$ cat src/rtl/shader_pkg.sv
// +----------------------------------------------------------------------------+
// | shader_pkg : shared raster-pipeline types and default dimensions           |
// | Rev 1.0                                                                    |
// +----------------------------------------------------------------------------+
`default_nettype none

package shader_pkg;

    localparam int H_RES_DEF = 640;
    localparam int V_RES_DEF = 480;

    // Coordinate widths shared with draw_line
    localparam int XW_DEF = 11;
    localparam int YW_DEF = 10;
    localparam int ZW_DEF = 11;
    localparam int CW_DEF = 8;

    typedef enum logic [0:0] {
        IDLE = 1'b0,
        FILL = 1'b1
    } span_state_t;

endpackage

`default_nettype wire

$ cat src/rtl/span_fill.sv
// +----------------------------------------------------------------------------+
// | span_fill : scanline span rasteriser, one pixel write per x over valid/ready |
// | Optional x clipping to H_RES-1 with macro SPAN_CLIP_EN.   Rev 1.0          |
// +----------------------------------------------------------------------------+
`default_nettype none

module span_fill
    import shader_pkg::*;
#(
    parameter int H_RES = H_RES_DEF,
    parameter int XW    = XW_DEF,
    parameter int YW    = YW_DEF,
    parameter int ZW    = ZW_DEF,
    parameter int CW    = CW_DEF
) (
    input  logic          clk,
    input  logic          reset,
    input  logic          draw,
    input  logic [XW-1:0] start_x,
    input  logic [XW-1:0] end_x,
    input  logic [ZW-1:0] z_coord,
    input  logic [YW-1:0] y_coord,
    input  logic [CW-1:0] color,
    output logic          pix_valid,
    input  logic          pix_ready,
    output logic [XW-1:0] pix_x,
    output logic [YW-1:0] pix_y,
    output logic [ZW-1:0] pix_z,
    output logic [CW-1:0] pix_color,
    output logic          pix_last,
    output logic          busy,
    output logic          span_done
);

    span_state_t   state_q, state_d;
    logic [XW-1:0] cur_x_q, cur_x_d;
    logic [XW-1:0] x_hi_q, x_hi_d;
    logic [YW-1:0] y_q, y_d;
    logic [ZW-1:0] z_q, z_d;
    logic [CW-1:0] color_q, color_d;
    logic          span_done_q, span_done_d;

    logic [XW-1:0] w_x_lo;
    logic [XW-1:0] w_x_hi;
    logic [XW-1:0] w_x_hi_eff;
    logic          w_empty;
    logic          w_accept;

    // Upstream normally sorts the endpoints, but ordering is re-established here
    assign w_x_lo = (start_x <= end_x) ? start_x : end_x;
    assign w_x_hi = (start_x <= end_x) ? end_x   : start_x;

`ifdef SPAN_CLIP_EN
    localparam logic [XW-1:0] X_MAX = XW'(H_RES - 1);
    assign w_x_hi_eff = (w_x_hi > X_MAX) ? X_MAX : w_x_hi;
    assign w_empty    = (w_x_lo > X_MAX);
`else
    assign w_x_hi_eff = w_x_hi;
    assign w_empty    = 1'b0;
`endif

    assign w_accept = (state_q == FILL) && pix_ready;

    always_ff @(posedge clk) begin
        if (reset) begin
            state_q     <= IDLE;
            cur_x_q     <= '0;
            x_hi_q      <= '0;
            y_q         <= '0;
            z_q         <= '0;
            color_q     <= '0;
            span_done_q <= 1'b0;
        end else begin
            state_q     <= state_d;
            cur_x_q     <= cur_x_d;
            x_hi_q      <= x_hi_d;
            y_q         <= y_d;
            z_q         <= z_d;
            color_q     <= color_d;
            span_done_q <= span_done_d;
        end
    end

    always_comb begin
        state_d     = state_q;
        cur_x_d     = cur_x_q;
        x_hi_d      = x_hi_q;
        y_d         = y_q;
        z_d         = z_q;
        color_d     = color_q;
        span_done_d = span_done_q;

        unique case (state_q)
            IDLE: begin
                if (draw) begin
                    y_d     = y_coord;
                    z_d     = z_coord;
                    color_d = color;
                    if (w_empty) begin
                        // Fully clipped span completes without entering FILL
                        span_done_d = 1'b1;
                    end else begin
                        cur_x_d     = w_x_lo;
                        x_hi_d      = w_x_hi_eff;
                        span_done_d = 1'b0;
                        state_d     = FILL;
                    end
                end
            end
            FILL: begin
                if (w_accept) begin
                    if (cur_x_q == x_hi_q) begin
                        span_done_d = 1'b1;
                        state_d     = IDLE;
                    end else begin
                        cur_x_d = cur_x_q + 1'b1;
                    end
                end
            end
            default: state_d = IDLE;
        endcase
    end

    assign pix_valid = (state_q == FILL);
    assign busy      = (state_q == FILL);
    assign pix_last  = (state_q == FILL) && (cur_x_q == x_hi_q);
    assign pix_x     = cur_x_q;
    assign pix_y     = y_q;
    assign pix_z     = z_q;
    assign pix_color = color_q;
    assign span_done = span_done_q;

endmodule

`default_nettype wire
$ cat config.mk
export PLATFORM = sky130hd
export DESIGN_NAME = span_fill
export DESIGN_NICKNAME = d
export VERILOG_FILES = /design/src/rtl/shader_pkg.sv /design/src/rtl/span_fill.sv
export SDC_FILE = /design/constraint.sdc
export NUM_CORES = 1
export LEC_CHECK = 0
export CAP_MARGIN = 40
export CORE_MARGIN = 2
export CORE_UTILIZATION = 45
export DETAILED_ROUTE_END_ITERATION = 10
export HOLD_SLACK_MARGIN = 0.12
export PLACE_DENSITY = 0.83
export SYNTH_ARGS = -nofsm -noshare
export SYNTH_HDL_FRONTEND = slang
export SYNTH_SLANG_ARGS = --single-unit
$ cat constraint.sdc
create_clock -name clk -period 3.7 [get_ports clk]
set_input_delay 1.11 -clock clk [delete_from_list [all_inputs] [get_ports clk]]
set_output_delay 1.11 -clock clk [all_outputs]
set_load 0.01 [all_outputs]
**Word level (Yosys, flattened, before mapping)**

Cells that the tools add are included.

- $add $sub $neg: 1
- $lt $le $gt $ge: 1
- Equal/unequal tests: 5
- Muxes and demuxes: 14
- Bitwise operators: 1
- Reduce and logical (&&, ||, !) cells: 5

Operators with widths:

| kind | count |
|---|---|
| 2-to-1 mux 11 bit | 5 |
| one-hot mux 11 bit (2 select lines) | 1 |
| adder 11 x 1 -> 11 bit, second input constant | 1 |
| equality test 11 bit | 1 |
| less-or-equal comparator 11 bit | 1 |
| 2-to-1 mux 1 bit | 6 |
| AND reduction 3 bit | 2 |
| != test 2 x 1 -> 1 bit, second input constant | 2 |
| != test 2 bit, second input constant | 2 |
| one-hot mux 1 bit (2 select lines) | 2 |
| logical AND 1 bit | 2 |
| AND reduction 2 bit | 1 |
| NOT 1 bit | 1 |

- Register bits: 53
- Output and inout bits: 44
- Word-level logic and storage cells: 34

**Logic depth before layout (Yosys ltp)**

- Depth after elaboration: 4
- Gate-level depth with buffers: 10

**Least setup slack after synthesis**

Ideal clock, no wire load.

- Path type: input to register
- Start: input end_x[6]
- End: register cur_x_q[9] (netlist: pix_x[9])
- Setup time: 88 ps
- Arrival: 2927 ps
- Setup slack: 685 ps
- Stages on the path: 9
- Path through: inv_1 -> ha_1 -> a21oi_2 -> o21ai_2 -> a2111oi_4 -> nor2_2 -> buf_6 -> or3b_1 -> a311oi_2

- Longest elaborated chain between the ends: 4

RTL lines:

| what | line | RTL |
|---|---|---|
| from (decl) | span_fill.sv:20 | `input logic [XW-1:0] end_x,` |
| less-or-equal comparator 11 bit | span_fill.sv:50 | `assign w_x_lo = (start_x <= end_x) ? start_x : end_x;` |
| 2-to-1 mux 11 bit | span_fill.sv:50 |  |
| 2-to-1 mux 11 bit | span_fill.sv:95 | `if (draw) begin` |
| one-hot mux 11 bit (2 select lines) | span_fill.sv:93 | `unique case (state_q)` |
| to (signal assigned) | span_fill.sv:75 | `cur_x_q <= cur_x_d;` |
| to (decl) | span_fill.sv:36 | `logic [XW-1:0] cur_x_q, cur_x_d;` |

No other way between the ends. The select of a mux whose other input is x is not followed.
A chain may end at the register's enable or synchronous reset.

**Worst setup path in the final report**

- Start: input end_x[2]
- End: register cur_x_q[4] (netlist: pix_x[4])

The elaborated chain is that of the path after synthesis.

==> flow_metrics.env <==
export IMPL_grt_pass1_vias=2527
export IMPL_gp_routability_congestion=0.859
export IMPL_fin_nets=496
export IMPL_powerDensity_mw_per_mm2=348
export IMPL_ios=99
export IMPL_drcViolationCount=0
export IMPL_wl_per_cell_um=14.3
export IMPL_crit_family="compound AO/OA/AOI/OAI gates"
export IMPL_yosysSeqAreaShare=0.379
export IMPL_cts_root_buf="clkbuf_8"
export IMPL_clock_path_buffers=2
export IMPL_diodes=0
export IMPL_clkLatencyLatePin_ns=0.31
export IMPL_synth_top_area_frac=0.379
export IMPL_required_ns=3.88
export IMPL_cts_tree="yes"
export IMPL_hold_slack_ns=0.460
export IMPL_ir_worst_vdd_mv=0.180
export IMPL_period_needed_ns=3.32
export IMPL_tns_ns=0
export IMPL_cap_viol_max_count=0
export IMPL_stdcell_count=505
export IMPL_cp_start_kind="input pin"
export IMPL_synth_area_leaders="dfxtp_1 (38%), nand2_1 (9.1%), mux2i_1 (6.8%), a21oi_1 (6.4%), ha_1 (5.4%)"
export IMPL_path_clk_slew_ns=0.10
export IMPL_multi_input_area_sq_mm=0.00158
export IMPL_ff2ff_path_depth=7
export IMPL_h_tree_depth=2
export IMPL_cts_resized=0
export IMPL_setup_viol=0
export IMPL_grt_antenna_before_repair=0
export IMPL_reg2reg_slack_ns=1.53
export IMPL_cts_buffers=5
export IMPL_vias=2669
export IMPL_crit_cells=10
export IMPL_core_area_sq_mm=0.00596
export IMPL_die_h_um=82.9
export IMPL_area_sequential_sq_mm=0.00106
export IMPL_ys_warn_count=0
export IMPL_min_path_type="register to register"
export IMPL_globalRoute_totalOverflow=0
export IMPL_critPathArrivalTime_ns=3.49
export IMPL_drive_gt1_frac=0.0674
export IMPL_crit_type="input pin to register"
export IMPL_endpoint_kind="register"
export IMPL_synth_top_area_cell="dfxtp_1"
export IMPL_hpwl_um=5530
export IMPL_drt_wl_total_um=7230
export IMPL_syn_num_nets=408
export IMPL_initial_core_util=0.470
export IMPL_ant_nets=0
export IMPL_r2r_start="pix_x[5]"
export IMPL_regToRegEndpoint="pix_x[0]"
export IMPL_drtIter0Drc=172
export IMPL_endpoint="pix_x[4]"
export IMPL_cp_max_fo=11
export IMPL_grt_pass1_wl_um=11900
export IMPL_crit_chain="clkdlybuf4s50_1 > inv_1 > ha_1 > a21oi_1 > a211oi_2 > a2111oi_4 > nor2_2 > buf_4 > mux2i_1 > a2111oi_0"
export IMPL_cpMaxStageDelayCell="clkdlybuf4s50_1"
export IMPL_first_pass_iters=4
export IMPL_maxSlewHeadroom=0.686
export IMPL_netlist_area_sq_mm=0.00280
export IMPL_synthToLayoutAreaGrowth_pct=40.0
export IMPL_placedCellCount=497
export IMPL_fp_dieW_um=82.9
export IMPL_ys_ff_latch=53
export IMPL_p_total_mw=1.36
export IMPL_numClockSinks=53
export IMPL_grt_setup_unrepaired="no"
export IMPL_die_area_sq_mm=0.00687
export IMPL_maxSlewViolCount=0
export IMPL_tightest_slew_ns=0.471
export IMPL_outcome="finished, final reports clean"
export IMPL_ctsHoldBuffers=0
export IMPL_avgSynthCellArea_sq_um=8.22
export IMPL_fmax_mhz=302
export IMPL_track_usage=0.209
export IMPL_syn_inst=341
export IMPL_leakage_nw=1.50
export IMPL_cts_setup_buffers=0
export IMPL_critical_path_buf_inv_count=3
export IMPL_avgViaCountPerCell=5.29
export IMPL_skew_ns=0.00901
export IMPL_synth_cell_type_count=41
export IMPL_row_count=28
export IMPL_slowest_delay_ns=0.50
export IMPL_hold_violations=0
export IMPL_port_buffers=98
export IMPL_fin_crit_sh=0.896
export IMPL_grt_max_degree=31
export IMPL_startpoint="end_x[2]"
export IMPL_fill_cells=483
[worst min-delay path by stage]
stage	start	end	cells after the start
final	pix_z[5]	pix_z[5]	2
after global routing	span_done	span_done	2
after CTS	pix_z[5]	pix_z[5]	2
after detailed placement	pix_z[5]	pix_z[5]	2
after global placement	pix_y[3]	pix_y[3]	2
after floorplan	pix_color[0]	pix_color[0]	2
[kinds of logic (layout without fill, tap and decap cells)]
| family | count (synthesis) | after routing | synth area share |
|---|---|---|---|
| buffers and inverters | 40 | 129 | 0.0607 |
| multiplexers | 19 | 19 | 0.0679 |
| adder cells (fa/ha/maj) | 12 | 12 | 0.0536 |
| AND/OR/NAND/NOR | 126 | 126 | 0.205 |
| flip-flops | 53 | 53 | 0.379 |
| AO/OA/AOI/OAI | 76 | 76 | 0.187 |
| XOR/XNOR | 15 | 15 | 0.0469 |
[area by class of cell]
cell class	count	area share
Clock inverter	3	0.00638
Inverter	14	0.0134
Clock buffer	5	0.0175
Multi-Input combinational cell	248	0.402
Sequential cell	53	0.270
Tap cell	75	0.0239
Timing Repair Buffer	107	0.266
[placed cells by master (no fill, tap or decap), types with 2 or more instances in the layout]
cell / instances
a2111oi_0: 6
a211oi_1: 16
a21boi_0: 2
a21oi_1: 36
a21oi_2: 2
a22oi_1: 2
a311oi_1: 3
and3_1: 3
buf_4: 9
clkbuf_8: 5
clkdlybuf4s50_1: 97
dfxtp_1: 53
ha_1: 12
inv_1: 14
mux2i_1: 19
nand2_1: 68
nand3_1: 5
nand4_1: 7
nor2_1: 26
nor2b_1: 2
nor4_1: 3
o21a_1: 2
o21ai_0: 2
or3b_1: 2
or4_1: 2
xnor2_1: 13
xor2_1: 2
[stage by stage]
step | setup WS [ns] | util | cell area [sq um]
6_report | 0.385 | 0.659 | 3920
5_1_grt | 0.215 | 0.659 | 3920
4_1_cts | 0.389 | 0.659 | 3920
3_5_place_dp | 0.0351 | 0.643 | 3830
3_3_place_gp | 0.198 | 0.643 | 3830
2_1_floorplan | 0.685 | - | 2800
[metal layers]
layer | vias to the layer above | global-route usage | part of all wire
li1 | 1357 | - | -
met1 | 1209 | 0.270 | 0.46
met2 | 95 | 0.346 | 0.47
met3 | 8 | 0.0427 | 0.055
met4 | 0 | 0.0715 | 0.012
met5 | - | 0 | 0
[synthesized netlist by cell type, drive strengths merged]
master,count
nand2,68
dfxtp,53
a21oi,38
nor2,27
mux2i,19
a211oi,17
clkbuf,15
inv,14
xnor2,13
ha,12
buf,11
a2111oi,7
nand4,7
nand3,5
a311oi,4
and3,3
nor2b,3
nor4,3
o21ai,3
a21boi,2
a22oi,2
nor3,2
o21a,2
or3b,2
or4,2
xor2,2
a31o,1
and3b,1
and4,1
nand2b,1
nand3b,1
[worst reg2reg max path, cell delays in order, from the launching register on]
cell       delay [ns]
dfxtp_1          0.53
xnor2_1          0.17
nand4_1          0.18
nor3_4           0.39
a21oi_2          0.04
buf_4            0.21
and3_1           0.19
a2111oi_0        0.34
[report_power, final]
group / total, mW / leakage [nW] / internal (mW) / switching, mW
clock network: 0.335 / 0.0447 / 0.137 / 0.198
registers: 0.654 / 0.437 / 0.612 / 0.0418
logic: 0.376 / 1.01 / 0.201 / 0.174
total: 1.36 / 1.50 / 0.951 / 0.414
[state kept, by name (all words and copies together) (netlist names)]
name	cells
pix_x	11
pix_z	11
x_hi_q	11
pix_y	10
pix_color	8
busy	1
span_done	1
Power figures use the tool's default switching activity.
